--- src/rtl/fadd_pkg.sv ---
// Shared types and constants for the shared single-precision adder controller.
package fadd_pkg;

    localparam int FP_W = 32;

    localparam logic [FP_W-1:0] FP_ONE   = 32'h3F80_0000;
    localparam logic [FP_W-1:0] FP_TWO   = 32'h4000_0000;
    localparam logic [FP_W-1:0] FP_THREE = 32'h4040_0000;

    typedef enum logic [1:0] {
        IDLE = 2'd0,
        CALC = 2'd1,
        RESP = 2'd2
    } state_t;

endpackage

--- src/rtl/adder.sv ---
// Combinational IEEE-754 single-precision adder, round to nearest even.
// Subnormals are handled; a NaN input yields a quiet NaN.
module adder (
    input  logic [31:0] a,
    input  logic [31:0] b,
    output logic [31:0] c
);

    logic [31:0] x, y;
    logic [7:0]  ex, ey, diff;
    logic [26:0] xa, ya, ys, nrm, tmp;
    logic [27:0] sum;
    logic [9:0]  e, sh;
    logic [5:0]  lz;
    logic [24:0] rnd;

    always_comb begin
        // x carries the larger magnitude, so it also supplies the result sign
        x    = (b[30:0] > a[30:0]) ? b : a;
        y    = (b[30:0] > a[30:0]) ? a : b;
        ex   = (x[30:23] == 8'd0) ? 8'd1 : x[30:23];
        ey   = (y[30:23] == 8'd0) ? 8'd1 : y[30:23];
        diff = ex - ey;
        xa   = {(x[30:23] != 8'd0), x[22:0], 3'b000};
        ya   = {(y[30:23] != 8'd0), y[22:0], 3'b000};
        if (diff > 8'd26) begin
            ys = {26'd0, |ya};
        end else begin
            ys    = ya >> diff;
            ys[0] = ys[0] | ((ya & ((27'd1 << diff) - 27'd1)) != 27'd0);
        end
        sum = (x[31] ^ y[31]) ? ({1'b0, xa} - {1'b0, ys}) : ({1'b0, xa} + {1'b0, ys});
        e   = {2'b00, ex};
        if (sum[27]) begin
            nrm = sum[27:1] | {26'd0, sum[0]};
            e   = e + 10'd1;
        end else begin
            nrm = sum[26:0];
        end
        lz  = 6'd0;
        tmp = nrm;
        for (int i = 0; i < 27; i++) begin
            if (!tmp[26]) begin
                tmp = tmp << 1;
                lz  = lz + 6'd1;
            end
        end
        sh  = ({4'd0, lz} >= e) ? e - 10'd1 : {4'd0, lz};
        nrm = nrm << sh;
        e   = e - sh;
        rnd = {1'b0, nrm[26:3]} + {24'd0, nrm[2] & (nrm[1] | nrm[0] | nrm[3])};
        if (rnd[24]) begin
            rnd = rnd >> 1;
            e   = e + 10'd1;
        end
        if (x[30:23] == 8'hFF) begin
            if (x[22:0] != 23'd0)
                c = x | 32'h0040_0000;
            else if (y[30:23] == 8'hFF && x[31] != y[31])
                c = 32'h7FC0_0000;
            else
                c = x;
        end else if (sum == 28'd0) begin
            c = {x[31] & y[31], 31'd0};
        end else if (e >= 10'd255) begin
            c = {x[31], 8'hFF, 23'd0};
        end else begin
            c = {x[31], rnd[23] ? e[7:0] : 8'd0, rnd[22:0]};
        end
    end

endmodule

--- src/rtl/rr_pick.sv ---
// Combinational round-robin picker: first set request at or after rr_ptr, wrapping.
module rr_pick #(
    parameter  int NUM_REQ = 4,
    localparam int IDW     = $clog2(NUM_REQ)
) (
    input  logic [NUM_REQ-1:0] req,
    input  logic [IDW-1:0]     rr_ptr,
    output logic               any,
    output logic [IDW-1:0]     pick
);

    logic           found;
    logic [IDW-1:0] idx;

    always_comb begin
        any   = |req;
        pick  = '0;
        found = 1'b0;
        idx   = '0;
        for (int k = 0; k < NUM_REQ; k++) begin
            idx = IDW'((int'(rr_ptr) + k) % NUM_REQ);
            if (!found && req[idx]) begin
                found = 1'b1;
                pick  = idx;
            end
        end
    end

endmodule

--- src/rtl/fadd_share_ctrl.sv ---
// Round-robin sharing of one combinational FP adder among NUM_REQ requesters.
// Optional macro FADD_SHARE_SUB_EN adds req_sub, turning a request into A-B.
module fadd_share_ctrl
    import fadd_pkg::*;
#(
    parameter  int NUM_REQ = 4,
    localparam int IDW     = $clog2(NUM_REQ)
) (
    input  logic                    sysclk,
    input  logic                    cpu_resetn,
    input  logic [NUM_REQ-1:0]      req_valid,
    output logic [NUM_REQ-1:0]      req_ready,
    input  logic [NUM_REQ*FP_W-1:0] req_a,
    input  logic [NUM_REQ*FP_W-1:0] req_b,
`ifdef FADD_SHARE_SUB_EN
    input  logic [NUM_REQ-1:0]      req_sub,
`endif
    output logic [NUM_REQ-1:0]      rsp_valid,
    input  logic [NUM_REQ-1:0]      rsp_ready,
    output logic [FP_W-1:0]         rsp_data,
    output logic                    busy,
    output logic [IDW-1:0]          grant_id
);

    state_t                         state;
    logic [IDW-1:0]                 rr_ptr, owner, pick;
    logic                           any;
    logic [FP_W-1:0]                a_r, b_r, sum_c, a_sel, b_sel;
    logic [NUM_REQ-1:0][FP_W-1:0]   a_vec, b_vec;

    assign a_vec = req_a;
    assign b_vec = req_b;

    rr_pick #(.NUM_REQ(NUM_REQ)) u_pick (
        .req    (req_valid),
        .rr_ptr (rr_ptr),
        .any    (any),
        .pick   (pick)
    );

    adder u_adder (
        .a (a_r),
        .b (b_r),
        .c (sum_c)
    );

    always_comb begin
        a_sel = a_vec[pick];
        b_sel = b_vec[pick];
`ifdef FADD_SHARE_SUB_EN
        b_sel[FP_W-1] = b_sel[FP_W-1] ^ req_sub[pick];
`endif
        req_ready = '0;
        if (cpu_resetn && state == IDLE && any)
            req_ready[pick] = 1'b1;
    end

    always_ff @(posedge sysclk) begin
        if (!cpu_resetn) begin
            state     <= IDLE;
            rr_ptr    <= '0;
            owner     <= '0;
            grant_id  <= '0;
            a_r       <= '0;
            b_r       <= '0;
            rsp_valid <= '0;
            rsp_data  <= '0;
            busy      <= 1'b0;
        end else begin
            case (state)
                IDLE: begin
                    if (any) begin
                        a_r      <= a_sel;
                        b_r      <= b_sel;
                        owner    <= pick;
                        grant_id <= pick;
                        rr_ptr   <= (int'(pick) == NUM_REQ - 1) ? '0 : pick + IDW'(1);
                        busy     <= 1'b1;
                        state    <= CALC;
                    end
                end
                CALC: begin
                    rsp_data  <= sum_c;
                    rsp_valid <= NUM_REQ'(1) << owner;
                    state     <= RESP;
                end
                RESP: begin
                    if (rsp_ready[owner]) begin
                        rsp_valid <= '0;
                        busy      <= 1'b0;
                        state     <= IDLE;
                    end
                end
                default: state <= IDLE;
            endcase
        end
    end

endmodule

--- config.mk ---
export PLATFORM = sky130hd
export DESIGN_NAME = fadd_share_ctrl
export DESIGN_NICKNAME = d
export VERILOG_FILES = /design/src/rtl/fadd_pkg.sv /design/src/rtl/adder.sv /design/src/rtl/rr_pick.sv /design/src/rtl/fadd_share_ctrl.sv
export SDC_FILE = /design/constraint.sdc
export NUM_CORES = 1
export LEC_CHECK = 0
export CORE_MARGIN = 10
export CORE_UTILIZATION = 43
export CTS_CLUSTER_SIZE = 14
export DETAILED_ROUTE_END_ITERATION = 8
export GPL_TIMING_DRIVEN = 0
export SLEW_MARGIN = 20
export SYNTH_ARGS = -nofsm -noshare
export SYNTH_HDL_FRONTEND = slang
export SYNTH_HIERARCHICAL = 1
export SYNTH_SLANG_ARGS = --single-unit
--- constraint.sdc ---
create_clock -name sysclk -period 39.2 [get_ports sysclk]
set_input_delay 7.84 -clock sysclk [delete_from_list [all_inputs] [get_ports sysclk]]
set_output_delay 7.84 -clock sysclk [all_outputs]
set_load 0.005 [all_outputs]
=== Word-level counts from Yosys, hierarchy flattened ===
Index checks and enable logic that the tools add are counted.

* Word-level logic and storage cells: 207
* Output and inout bits: 43
* Register bits after elaboration: 107
* Bits of input ports: 266

* Bitwise logic cells: 8
* $lt $le $gt $ge: 11
* Shifts and indexed selects: 4
* Reduce and logical (&&, ||, !) cells: 26
* Equal/unequal tests: 8
* Mux-type cells: 103
* $add $sub $neg: 39

{| class="wikitable"
|+ Operator list
! cell !! count
|-
| $mux 27 || 28
|-
| $mux 32 || 8
|-
| $mux 6 || 26
|-
| $add 6x1->6 const B || 25
|-
| $bmux 32 s2 || 2
|-
| $gt 31x31->1 || 1
|-
| $mux 31 || 1
|-
| $mux 10 || 3
|-
| $add 27x27->28 || 1
|-
| $logic_not 28->1 || 1
|-
| $mux 28 || 1
|-
| $sub 27x27->28 || 1
|-
| $and 27x27->27 || 1
|-
| $or 27x1->27 || 1
|-
| $reduce_bool 27->1 || 1
|-
| $shl 1x8->27 const A || 1
|-
| $shl 27x10->27 || 1
|-
| $shr 27x8->27 || 1
|-
| $sub 27x1->27 const B || 1
|-
| $add 24x1->25 || 1
|-
| $mux 24 || 1
|-
| $mux 8 || 3
|-
| $reduce_or 24->1 || 1
|-
| $reduce_bool 23->1 || 1
|-
| other kinds (39) || 87
|}

=== Depth between registers and ports, before layout ===
Gate-level depths: netlist of the first run.

* Word-level depth: 80
* Depth in mapped cells: 167
* Depth with buffers taken out: 156

=== Hierarchy ===
The synthesis of the first run kept the hierarchy.

{| class="wikitable"
|+ By module, submodules not included
! module !! instances !! cells each !! area each (um^2) !! seq. area each (um^2)
|-
| adder || 1 || 2953 || 19187.2 || 0.0
|-
| fadd_share_ctrl || 1 || 427 || 5302.6 || 2142.1
|-
| rr_pick || 1 || 15 || 77.6 || 0.0
|}

=== Worst setup path after synthesis of the first run ===
No wires, ideal clock.

* Kind: register to register
* Start point: register a_r[30]
* End point: register rsp_data[13]
* Cell stages (with the launch flop): 163
* Data required time: 39130 ps
* Setup time: 70 ps
* Path buffers: 13
* Setup slack: 10455 ps
* Clock period less this slack: 28745 ps
* Data arrival time: 28675 ps
* Path through: dfxtp_1 inv_1 ha_1 nand4_2 nor4_4 o31ai_1 nor2_1 clkbuf_1 clkbuf_1 a21oi_1 nand4_1 nor2_1 inv_1 nand2_1 inv_1 ha_1 inv_1 fa_1 [... 127 more ...] o21ai_0 nand2b_1 a21o_1 a21o_1 a21oi_1 o21bai_1 or2_2 nor3_1 a21oi_1 o21ai_0 o21ai_0 or3_1 and3_1 buf_2 buf_6 o32ai_2 nand2_1 a21boi_1

* Cells in the longest elaborated chain, start to end: 80
* Elaborated cells on any way between the ends: 130
* Those cells by class: add/sub (35); order compare (4); eq/ne (3); shift (3); mux (69); bitwise (7); reduce/logical (9)

{| class="wikitable"
|+ RTL lines
! what !! RTL line !! source
|-
| start, declared || fadd_share_ctrl.sv:28 || <nowiki>logic [FP_W-1:0] a_r, b_r, sum_c, a_sel, b_sel;</nowiki>
|-
| start signal, assigned || fadd_share_ctrl.sv:73 || <nowiki>a_r <= a_sel;</nowiki>
|-
| $gt 31x31->1 || adder.sv:19, adder.sv:20 ||
|-
| $mux 32 (on tied branches) || adder.sv:19, adder.sv:20 ||
|-
| $logic_not 8->1 (on tied branches) || adder.sv:21, adder.sv:22 ||
|-
| $mux 8 (on tied branches) || adder.sv:21, adder.sv:22 ||
|-
| $sub 8x8->8 || adder.sv:23 || <nowiki>diff = ex - ey;</nowiki>
|-
| $shl 1x8->27 || adder.sv:30 || <nowiki>ys[0] = ys[0] | ((ya & ((27'd1 << diff) - 27'd1)) != 27'd0);</nowiki>
|-
| $sub 27x1->27 || adder.sv:30 ||
|-
| $and 27x27->27 || adder.sv:30 ||
|-
| [... 65 more ...] || -- ||
|-
| $and 1x1->1 || adder.sv:51 || <nowiki>rnd = {1'b0, nrm[26:3]} + {24'd0, nrm[2] & (nrm[1] | nrm[0] | nrm[3])};</nowiki>
|-
| $add 24x1->25 || adder.sv:51 ||
|-
| $mux 10 || adder.sv:52 || <nowiki>if (rnd[24]) begin</nowiki>
|-
| $ge 10x8->1 || adder.sv:65 || <nowiki>end else if (e >= 10'd255) begin</nowiki>
|-
| $mux 31 || adder.sv:65 ||
|-
| $mux 32 || adder.sv:63 || <nowiki>end else if (sum == 28'd0) begin</nowiki>
|-
| $mux 32 * || adder.sv:56 || <nowiki>if (x[30:23] == 8'hFF) begin</nowiki>
|-
| named net sum_c[13] || fadd_share_ctrl.sv:28 ||
|-
| end signal, assigned || fadd_share_ctrl.sv:83 || <nowiki>rsp_data <= sum_c;</nowiki>
|-
| end, declared || fadd_share_ctrl.sv:20 || <nowiki>output logic [FP_W-1:0] rsp_data,</nowiki>
|}

Mark *: on every way through the listed nets, which the timed path passes. The rest lies on a longest branch.
A chain may end at the register's enable or synchronous reset.

=== Worst setup path after layout of the first run ===
* Start point: register a_r[30]
* End point: register rsp_data[18]

The elaborated chain is that of the path after synthesis.

==> summary.md, run 1 <==
| Metric | Value |
|---|---|
| Synth Cell Area | `24600 um2` |
| Placement row count | `87` |
| 1st-iter DRT viols | `3033` |
| Launch point of the critical path | `a_r[30]` |
| Num Clock Sinks | `107` |
| Compound-Gate Fraction of Synth Area | `0.341` |
| Worst-case clock buffer depth | `2` |
| Relative slew slack | `0.156` |
| Post-synth EDFFs | `0` |
| Slew @ Worst Pin | `1.27 ns` |
| CP most frequent cell | `ha_1` |
| DP HPWL | `96.6 mm` |
| Fin crit period | `35.45 ns` |
| I/O pins | `309` |
| CTS Buf Count | `9` |
| CTS clk-pin slew, worst paths | `0.08 ns` |
| #FFs+latches synth | `107` |
| # hold bufs at CTS | `0` |
| Outcome | `finished clean` |
| Max Freq | `28.2 MHz` |
| DR DRC count | `0` |
| Vias in the first global route | `28.9k` |
| Share of cells above drive strength 1 | `0.0954` |
| Crit share post-route | `0.904` |
| Unique cell type count in the Yosys netlist | `135` |
| Synth top area share | `0.0872` |
| Mux cell area share after synthesis | `0.117` |
| Synth Area in Simple Gates | `0.266` |
| Skew final | `0.0124 ns` |
| Avg Vias per Cell | `6.62` |
| CTS resizes | `0` |
| Hold wc startpoint | `rsp_data[24]` |
| Area added between synthesis and finish | `18.0%` |
| ANT nets after route | `0` |
| Fin. Hold Viols | `0` |
| H-tree depth | `3` |
| Placeable Area | `56500 um2` |
| Top cells by count, synth | `nand2_1 (350), nor2_1 (316), a21oi_1 (277), inv_1 (179), o21ai_0 (138)` |
| CP peak stage delay | `0.64 ns` |
| Reg2Reg Launch Point | `a_r[30]` |
| Initial antenna violation count | `5` |
| Synth Flop Type | `dfxtp_1` |
| Syn_area_per_cell | `7.24 um2` |
| R2R Setup Slk | `3.75 ns` |
| Slowest cell on crit path | `buf_1` |
| Die Ht | `259 um` |
| Post-DP Area | `28700 um2` |
| Reg2reg path depth | `158` |
| Nets@finish | `4119` |
| Largest net degree at the start of global routing | `19` |
| Initial core utilization | `0.435` |
| Die area | `67100 um2` |
| Top-count cell post-synth | `nand2_1` |
| Largest family of logic cells by synthesized area | `compound AO/OA/AOI/OAI gates` |
| Root buf cell | `clkbuf_16` |
| CTS tree | `built` |
| Global route overflow | `0` |
| Final WL | `115 mm` |
| First-pass GRT wire length | `175 mm` |
| Hold Crit Class | `register to register` |
| Asr flop ratio synth | `0` |
| Port Buffers | `308` |
| Fill cells | `5647` |
| Hold path endpoint | `rsp_data[24]` |
| Mapped Cells | `3395` |
| RD Place Congestion | `1.04` |
| Synth area leaders | `dfxtp_1 (8.7%), ha_1 (6.7%), mux4_2 (6.1%)` |
| Pins Over Slew Limit | `0` |
| Hold Path Stages | `2` |
| Ys Warns | `6` |
| Total GRT Usage | `0.327` |
| Setup TNS | `0 ns` |
| Syn Nets | `3796` |
| Post-synthesis xor/xnor area fraction | `0.0480` |
| Routed via count | `29.7k` |
| Post-synthesis sequential area ratio | `0.0872` |
| Crit path kind | `register to register` |
| CP max FO | `10` |
| Hold Slack | `0.463 ns` |
| Crit path DAT | `35.71 ns` |
| RSZ-0062 raised after global routing | `no` |
| Crit. End Element | `register` |
| Post-synthesis adder-cell area fraction | `0.0713` |
| First-pass iteration count of the detailed router | `8` |
| Largest area contributor in the netlist | `dfxtp_1` |
| Critical Path RT | `39.46 ns` |
| Final setup vio count | `0` |
| Critical Path Start Type | `register` |
| Skew-Pair Late Insertion Delay | `0.37 ns` |
| Die Width | `259 um` |
| Post-CTS Setup Inserts | `0` |
| DR WL/cell | `25.6 um` |
| Max-cap check violation count | `0` |
| Design area | `29000 um2` |
| Reg2reg end | `rsp_data[18]` |
[how the worst max path moves through the flow]
stage | cells after the start | end
floorplan | 162 | rsp_data[13]
global placement | 162 | rsp_data[7]
detailed placement | 164 | rsp_data[7]
CTS | 164 | rsp_data[7]
global route | 158 | rsp_data[14]
finish | 158 | rsp_data[18]
[area by class of cell]
type / instances / area (um2) / area share
Clock inverter: 5 / 67.6 / 0.00233
Antenna cell: 1 / 2.50 / 0.0000863
Multi-Input combinational cell: 2904 / 20800 / 0.717
Buffer: 200 / 1010 / 0.0348
Sequential cell: 107 / 2140 / 0.0739
Inverter: 184 / 691 / 0.0238
Tap cell: 756 / 946 / 0.0326
Timing Repair Buffer: 312 / 3110 / 0.107
Clock buffer: 11 / 243 / 0.00837
[through the flow]
step	utilization	setup slack (ns)	cells
global route	0.513	1.75	4479
finish	0.513	3.75	4480
detailed placement	0.507	4.52	4463
floorplan	-	10.46	3395
CTS	0.513	4.39	4479
global placement	0.506	5.10	4459
[cell usage in the layout, fill, tap and decap left out, drive strengths merged, types with 50 or more instances in the layout]
| cell | count |
|---|---|
| a211oi | 50 |
| a21oi | 285 |
| a22o | 74 |
| buf | 92 |
| clkbuf | 123 |
| clkdlybuf4s50 | 308 |
| dfxtp | 107 |
| ha | 132 |
| inv | 185 |
| mux2i | 112 |
| mux4 | 66 |
| nand2 | 352 |
| nand3 | 127 |
| nand4 | 52 |
| nor2 | 326 |
| nor3 | 115 |
| nor4 | 61 |
| o21ai | 171 |
| o22ai | 59 |
| xnor2 | 65 |
[worst max-delay path, delay by kind of cell, from the launching register on]
family / cells / cell delay (ns)
mux: 12 / 2.70
buf+inv: 24 / 5.18
compound gates: 38 / 7.35
fa+ha+maj: 31 / 9.59
flops: 1 / 0.46
xor+xnor: 2 / 0.51
simple gates: 51 / 9.48
[kinds of logic after synthesis]
logic type | Yosys count
compound gates | 1164
xor+xnor | 107
fa+ha+maj | 139
buf+inv | 384
flops | 107
mux | 201
simple gates | 1293
[per-layer routing]
metal | track usage | routed length (um)
met1 | 0.387 | 45200
met2 | 0.561 | 54200
met3 | 0.0583 | 9350
met4 | 0.156 | 5930
met5 | 0 | 54
[sequential cells by signal, summed over array words and instances, names as in the netlist]
register,count
rr_ptr,2
rsp_data,32
state,2
rsp_valid,4
busy,1
a_r,32
b_r,32
owner,2
Power of run 1 is not shown: default switching activity piles up to over one toggle a cycle in this logic, so the estimate is an artifact.
==> run 2, diff against run 1 <==
SLEW_MARGIN = 25   (was 20)
clock period = 36.6 ns   (was 39.2 ns; I/O delays follow)
==> summary.md, run 2 (same netlist as run 1, synthesis figures left out) <==
| Metric | Value |
|---|---|
| Critical Path RT | `36.90 ns (-2.56 ns)` |
| R2R Setup Slk | `2.08 ns (-1.67 ns)` |
| Pins Over Slew Limit | `0 (unchanged)` |
| Reg2reg end | `rsp_data[7]` |
| DP Worst Slack | `1.93 ns (-2.59 ns)` |
| Share of cells above drive strength 1 | `0.0986 (+0.00322)` |
| Final WL | `115 mm (+0.14%)` |
| Hold Crit Class | `register to register` |
| Utilization after layout | `0.513 (about the same)` |
| Num Clock Sinks | `107 (unchanged)` |
| Initial antenna violation count | `5 (unchanged)` |
| Crit path DAT | `34.83 ns (-0.88 ns)` |
| I/O pins | `309 (unchanged)` |
| Multi-input gate area | `20800 um2 (+0.17%)` |
| Avg Vias per Cell | `6.63 (+0.20%)` |
| 1st-iter DRT viols | `2866 (-5.5%)` |
| DR WL/cell | `25.6 um (+0.12%)` |
| CTS tree | `built` |
| Crit path kind | `register to register` |
| Placeable Area | `56500 um2 (unchanged)` |
| Skew-Pair Late Insertion Delay | `0.37 ns (about the same)` |
| Largest net degree at the start of global routing | `19 (unchanged)` |
| Skew final | `0.0122 ns (-0.000155 ns)` |
| CP max FO | `10 (unchanged)` |
| Critical Path Start Type | `register` |
| Global route overflow | `0 (unchanged)` |
| Total GRT Usage | `0.326 (-0.000364)` |
| CTS Buf Count | `9 (unchanged)` |
| Crit. End Element | `register` |
| Setup TNS | `0 ns (unchanged)` |
| CP most frequent cell | `ha_1` |
| Die area | `67100 um2 (unchanged)` |
| Most common cell after layout, fill and taps aside | `nand2_1` |
| Slew @ Worst Pin | `1.22 ns (-0.0433 ns)` |
| Biggest regs | `a_r (32), b_r (32), rsp_data (32)` |
| First-pass GRT wire length | `174 mm (-0.21%)` |
| Fin. Hold Viols | `0 (unchanged)` |
| Hold wc startpoint | `rsp_data[17]` |
| CTS clk-pin slew, worst paths | `0.08 ns (about the same)` |
| Post-DP Area | `28700 um2 (about the same)` |
| First-pass iteration count of the detailed router | `6 (-2)` |
| Hold Path Stages | `2 (unchanged)` |
| Vias in the first global route | `29.0k (+0.16%)` |
| H-tree depth | `3 (unchanged)` |
| Design area | `29000 um2 (about the same)` |
| DP HPWL | `96.6 mm (about the same)` |
| DR DRC count | `0 (unchanged)` |
| Root buf cell | `clkbuf_16` |
| Final setup vio count | `0 (unchanged)` |
| Port Buffers | `308 (unchanged)` |
| Nets@finish | `4119 (unchanged)` |
| Fill cells | `5650 (+0.053%)` |
| Relative slew slack | `0.185 (+0.0288)` |
| Reg2Reg Launch Point | `a_r[30]` |
| Post-CTS Setup Inserts | `0 (unchanged)` |
| Routed via count | `29.7k (+0.22%)` |
| Total area of sequential cells | `2140 um2 (unchanged)` |
| Worst-case clock buffer depth | `2 (unchanged)` |
| Most frequent cells in the layout | `nand2_1 (350), nor2_1 (314), clkdlybuf4s50_1 (308)` |
| Area added between synthesis and finish | `18.0% (about the same)` |
| Crit share post-route | `0.943 (+0.0390)` |
| RD Place Congestion | `1.04 (unchanged)` |
| Placement row count | `87 (unchanged)` |
| Die Ht | `259 um (unchanged)` |
| Hold path endpoint | `rsp_data[17]` |
| Initial core utilization | `0.435 (unchanged)` |
| Final worst slack | `2.08 ns (-1.67 ns)` |
| Reg2reg path depth | `162 (+2.5%)` |
| Outcome | `finished clean` |
| ANT nets after route | `0 (unchanged)` |
| Fin crit period | `34.52 ns (-0.925 ns)` |
| Slowest cell on crit path | `o41ai_1` |
| Max Freq | `29.0 MHz (+2.7%)` |
| Max-cap check violation count | `0 (unchanged)` |
| RSZ-0062 raised after global routing | `no` |
| CP peak stage delay | `0.58 ns (-0.06 ns)` |
| Die Width | `259 um (unchanged)` |
run 2: worst max-delay path by stage:
stage	from	endpoint	slack, ns	cells after the start
6_report	a_r[30]	rsp_data[7]	2.08	162
5_1_grt	a_r[30]	rsp_data[7]	0.04	163
4_1_cts	a_r[30]	rsp_data[7]	1.81	164
3_5_place_dp	a_r[30]	rsp_data[7]	1.93	164
3_3_place_gp	a_r[30]	rsp_data[7]	2.50	162
2_1_floorplan	a_r[30]	rsp_data[13]	7.86	162
run 2: per-stage QoR:
step	hold slack [ns]	cells
5_1_grt	0.491	4479
3_3_place_gp	0.444	4459
6_report	0.459	4481
3_5_place_dp	0.449	4463
4_1_cts	0.461	4479
2_1_floorplan	0.449	3395
run 2: area by class of cell:
| type | count | area share |
|---|---|---|
| multi-input cells | 2904 | 0.718 |
| repair buffers | 312 | 0.107 |
| well taps | 756 | 0.0326 |
| flip-flops and latches | 107 | 0.0739 |
| diodes | 2 | 0.000173 |
| plain buffers | 200 | 0.0350 |
| clock inverters | 6 | 0.00164 |
| inverters | 184 | 0.0238 |
| clock buffers | 10 | 0.00790 |
run 2: worst max-delay path, delay by kind of cell (launching register included):
family	cells	cell delay (ns)
AO/OA/AOI/OAI	47	9.44
adder cells (fa/ha/maj)	31	9.66
buffers and inverters	24	4.66
flip-flops	1	0.46
multiplexers	11	2.11
AND/OR/NAND/NOR	49	8.10
run 2: per-layer routing:
metal,wire (um),vias to the layer above,track usage
met5,40,-,0
li1,-,13600,-
met1,44700,14100,0.383
met4,6070,6,0.166
met3,9890,317,0.0633
met2,54200,1674,0.558
run 2: timing repair:
item                       in CTS  in global routing
setup endpoints to repair       0                 31
resized for setup               0                  7
hold buffers                    0                  0
Power of run 2 is left out for the same reason.
